===== src/rtl/seq_detector_1011.sv =====
// rtl/seq_detector_1011.sv - Moore detector for serial pattern 1011 with overlap
// Optional saturating detection counter enabled by defining DETECT_COUNT_EN.
module seq_detector_1011 #(
   parameter int CNT_WIDTH = 8
) (
   input  logic                 clk,
   input  logic                 rst,
   input  logic                 in,
   output logic                 detected,
   output logic [CNT_WIDTH-1:0] detect_count
);

   typedef enum logic [2:0] {
      S0 = 3'd0,
      S1 = 3'd1,
      S2 = 3'd2,
      S3 = 3'd3,
      S4 = 3'd4
   } state_t;

   state_t state;
   state_t state_next;

   always_ff @(posedge clk) begin
      if (rst) begin
         state    <= S0;
         detected <= 1'b0;
      end else begin
         state    <= state_next;
         detected <= (state_next == S4);
      end
   end

   // The trailing '1' of a match is reused, so S4 behaves like S1 on the next bit.
   always_comb begin
      state_next = S0;
      case (state)
         S0:      state_next = in ? S1 : S0;
         S1:      state_next = in ? S1 : S2;
         S2:      state_next = in ? S3 : S0;
         S3:      state_next = in ? S4 : S2;
         S4:      state_next = in ? S1 : S2;
         default: state_next = S0;
      endcase
   end

`ifdef DETECT_COUNT_EN
   logic [CNT_WIDTH-1:0] count;

   always_ff @(posedge clk) begin
      if (rst) begin
         count <= '0;
      end else if ((state_next == S4) && (count != {CNT_WIDTH{1'b1}})) begin
         count <= count + 1'b1;
      end
   end

   assign detect_count = count;
`else
   assign detect_count = '0;
`endif

endmodule


===== config.mk =====
export PLATFORM = sky130hd
export DESIGN_NAME = seq_detector_1011
export DESIGN_NICKNAME = d
export VERILOG_FILES = /design/src/rtl/seq_detector_1011.sv
export SDC_FILE = /design/constraint.sdc
export NUM_CORES = 1
export LEC_CHECK = 0
export ABC_AREA = 1
export CAP_MARGIN = 20
export CORE_AREA = 2 2 39 41
export CTS_BUF_LIST = sky130_fd_sc_hd__clkbuf_4
export DETAILED_ROUTE_END_ITERATION = 8
export DIE_AREA = 0 0 41 43
export GPL_TIMING_DRIVEN = 0
export PLACE_DENSITY = 0.38
export SYNTH_ARGS = -nofsm -noshare
export SYNTH_HDL_FRONTEND = slang
export SYNTH_SLANG_ARGS = --single-unit

===== constraint.sdc =====
create_clock -name clk -period 1.06 [get_ports clk]
set_input_delay 0.212 -clock clk [delete_from_list [all_inputs] [get_ports clk]]
set_output_delay 0.212 -clock clk [all_outputs]
set_load 0.01 [all_outputs]

Yosys cells after proc, flatten, opt, wreduce, memory -nomap -nowiden
Cells that the tools add are included.
W data, S select, Z words.
{ "totals": {"regBits": 4, "in_bits": 3} }
{ "op_classes": {"eq_ne": 5, "muxes": 5, "n_reduce_logical": 2} }
{ "ops": {"columns": ["cell", "n"], "rows": [
  ["$pmux W3 S4", 1],
  ["$eq A3 B2 Y1 const B", 2],
  ["$eq A3 B3 Y1 const B", 2],
  ["$mux W2", 2],
  ["$eq A3 B1 Y1 const B", 1],
  ["$logic_not A3 Y1", 1],
  ["$mux W3", 1],
  ["$reduce_or A2 Y1", 1],
  ["$mux W1", 1]
]} }

Depth between registers and ports, before layout
{ "logic_depth": {"depth_word": 4, "depth_mapped": 4} }

Least setup slack after synthesis
No wires, ideal clock.
{ "synth_timing": {"kind": "register to register", "from": "register state[2]", "to": "register state[0]", "setup_ps": 114, "arrival_time_ps": 549, "required_time_ps": 946, "setup_slack_ps": 397, "path_stages_with_launch": 3, "n_path_buf": 0, "path_cell_list": "dfxtp_1 o21ai_1 nor2b_1"} }
{ "synth_between": {"elab_chain_len": 3, "word_cells_on_any_way": 7, "cone_classes": "4 x eq/ne; 1 x mux; 2 x reduce/logical"} }
{ "synth_rtl": {"columns": ["item", "line_no", "source"], "rows": [
  ["start: declaration", "21", "state_t state;"],
  ["start signal: assignment", "29", "state <= state_next;"],
  ["$eq A3 B3 Y1 / $eq A3 B1 Y1 (equally long branches)", "37", "case (state)"],
  ["$reduce_or A2 Y1 (no source line)", null, null],
  ["$pmux W3 S4 *", "37", null]
]} }
Mark *: on every way between the ends. The rest lies on a longest branch, timed or not.
A chain may end at the register's enable or synchronous reset.

Worst setup path in the final report
{ "layout_timing": {"from": "register detected", "to": "output detected"} }
{ "layout_rtl": {"columns": ["item", "line_no", "source"], "rows": [
  ["start: declaration", "9", "output logic detected,"],
  ["start signal: assignment", "30", "detected <= (state_next == S4);"]
]} }
No word-level cell between the ends.

==> results.json <==
{
  "cts_sinks": 4,
  "synth_commonest_cells": "buf_4, nand2_1, dfxtp_1",
  "syn_area_per_cell_um2": 7.462,
  "gp_congestion": 0.6926,
  "setup_viol": 0,
  "synth_area_um2": 209.0,
  "critPathLaunchType": "flop",
  "combPwrFrac_pct": 14.1,
  "nNetsFinal": 46,
  "antenna_left": 0,
  "num-fill-cells": 161,
  "critPathMaxStageDelay_ns": 0.28,
  "power.density_nw_per_um2": 1328,
  "synth-seq-cells": 4,
  "rsz0062_at_grt": "false",
  "port_buffers": 3,
  "first_iter_violations": 0,
  "max_cap_violations": 0,
  "grt_use_total_pct": 5.216,
  "crit_required_ns": 0.85,
  "synth_most_common_cell": "buf_4",
  "ys_types": 11,
  "clk_path_buf_depth": 2,
  "final_cell_area_um2": 306.5,
  "fin_util_pct": 22.15,
  "netlist_top_cells_area": "dfxtp_1, buf_4, nand2_1",
  "ctsHoldBuffers": 0,
  "switching_share_pct": 22.83,
  "grt_pass1_vias": 128,
  "power_leakage_nw": 0.1615,
  "critPathTopFamily": "flip-flops",
  "finalHoldViolCount": 0,
  "coreArea_um2": 1384,
  "crit_slowest_cell": "dfxtp_1",
  "synth-async-reset-ratio_pct": 0,
  "initial_utilization_pct": 15.10,
  "seqPwrFrac_pct": 39.4,
  "grt_pass1_wl_um": 503,
  "skew_ns": 0.002984,
  "yosysWarnings": 0,
  "rows": 14,
  "hp-class": "reg -> reg",
  "fmax_mhz": 998.7,
  "crit_chain": "dlygate4sd2_1",
  "drc_errors": 0,
  "path_clk_slew_ns": 0.04,
  "grt_max_degree": 6,
  "numCtsBuffers": 3,
  "status": "finished clean",
  "die_area_um2": 1763,
  "place_area_um2": 285.3,
  "synth_edf_count": 0,
  "setup-tns-final_ns": 0,
  "worstPathMaxFanout": 1,
  "critPathKind": "reg -> out",
  "final_max_slew_viol_count": 0,
  "numPlacedInstances": 54,
  "path_buf_inv": 1,
  "p_clk_share_pct": 46.5,
  "period_share_pct": 94.47,
  "htreeDepth": 1,
  "syn_inst": 28,
  "ys_seq_area_share_pct": 38.32,
  "worstSkewPairLatency_ns": 0.24,
  "die_h_um": 43,
  "cts_root_buf": "clkbuf_4",
  "first_pass_iters": 1,
  "cellInternalPower_uw": 314.2,
  "cp.arrival_ns": 0.79,
  "die_w_um": 41,
  "finalCriticalPeriod_ns": 1.001,
  "post_cts_buffers": 0,
  "routedWlPerCell_um": 5.649,
  "antenna_found_initial": 0,
  "antenna_cells": 0,
  "p_total_uw": 407.2,
  "vias": 172,
  "areaGrowthSynthToFinish_pct": 46.71,
  "cts_tree": "done",
  "layout-drive-gt1-share_pct": 26.83,
  "netlist.area_leader.share_pct": 38.32,
  "ir_drop_mv": 0.4002,
  "vias_per_cell": 3.018,
  "ios": 12,
  "layoutNonFillerInstCount": 57,
  "endpoint_kind": "output pin",
  "p_sw_uw": 92.98,
  "cts_resized": 1,
  "routed_wl_um": 322,
  "synth_top_area_cell": "dfxtp_1",
  "grt_overflow": 0,
  "synth_ff_type": "dfxtp_1"
}
==> cell usage in the layout, fill, tap and decap left out, drive strengths merged <==
| master | Yosys | final |
|---|---|---|
| buf | 8 | 8 |
| clkbuf | 0 | 3 |
| clkdlybuf4s50 | 0 | 2 |
| conb | 1 | 8 |
| dfxtp | 4 | 4 |
| dlygate4sd2 | 0 | 1 |
| inv | 1 | 1 |
| nand2 | 6 | 6 |
| nand3 | 1 | 1 |
| nor2 | 2 | 2 |
| nor2b | 1 | 1 |
| nor3 | 2 | 2 |
| o21ai | 2 | 2 |
==> sequential cells by signal, summed over array words and instances, names as in the netlist <==
| signal | cells |
|---|---|
| detected | 1 |
| state | 3 |
==> power groups by stage <==
| stage | sequential, mW | clock (mW) | combinational [mW] |
|---|---|---|---|
| after floorplan | 0.162 | 0 | 0.0459 |
| after global placement | 0.163 | 0 | 0.0569 |
| after detailed placement | 0.163 | 0 | 0.0572 |
| after CTS | 0.160 | 0.201 | 0.0571 |
| after global routing | 0.161 | 0.213 | 0.0640 |
| final | 0.160 | 0.189 | 0.0576 |
==> routing by layer <==
metal / vias up / GRT usage [%] / share of wire [%]
met2: 10 / 5.000 / 37
met1: 65 / 4.808 / 41
met3: 0 / 9.424 / 21
met5: - / 0 / 0
met4: 0 / 2.000 / 0
li1: 97 / - / -
==> path summary, 6_finish.rpt <==
check / depth (start not counted) / end / slack [ns] / from
worst max-delay path: 1 / detected / 0.06 / detected$_SDFF_PP0_
worst min-delay path: 1 / state[2]$_SDFF_PP0_ / 0.51 / state[2]$_SDFF_PP0_
worst max register to register: 2 / state[0]$_SDFF_PP0_ / 0.33 / state[2]$_SDFF_PP0_
worst min register to register: 1 / state[2]$_SDFF_PP0_ / 0.51 / state[2]$_SDFF_PP0_
==> cell families after synthesis <==
group	count (synthesis)	synth area share, %
and+or+nand+nor	12	24.55
buffers and inverters	9	30.54
DFF	4	38.32
AOI/OAI and AO/OA	2	4.786
other	1	1.795
==> per-stage QoR <==
step                      setup WS [ns]  hold WS (ns)
after floorplan                  0.3969        0.3560
after global placement         0.008796        0.4972
after detailed placement      -0.009979        0.5057
after CTS                       0.04682        0.5103
after global routing            0.02802        0.5300
final                           0.05866        0.5074
==> final cells by class <==
type	count	area, um2	area share, %
Buffer	8	60.06	19.59
Clock buffer	3	22.52	7.347
Inverter	1	3.754	1.224
Multi-Input combinational cell	22	91.34	29.80
Sequential cell	4	80.08	26.12
Tap cell	16	20.02	6.531
Timing Repair Buffer	3	28.78	9.388
No activity file was read; power rests on OpenSTA's default activity.
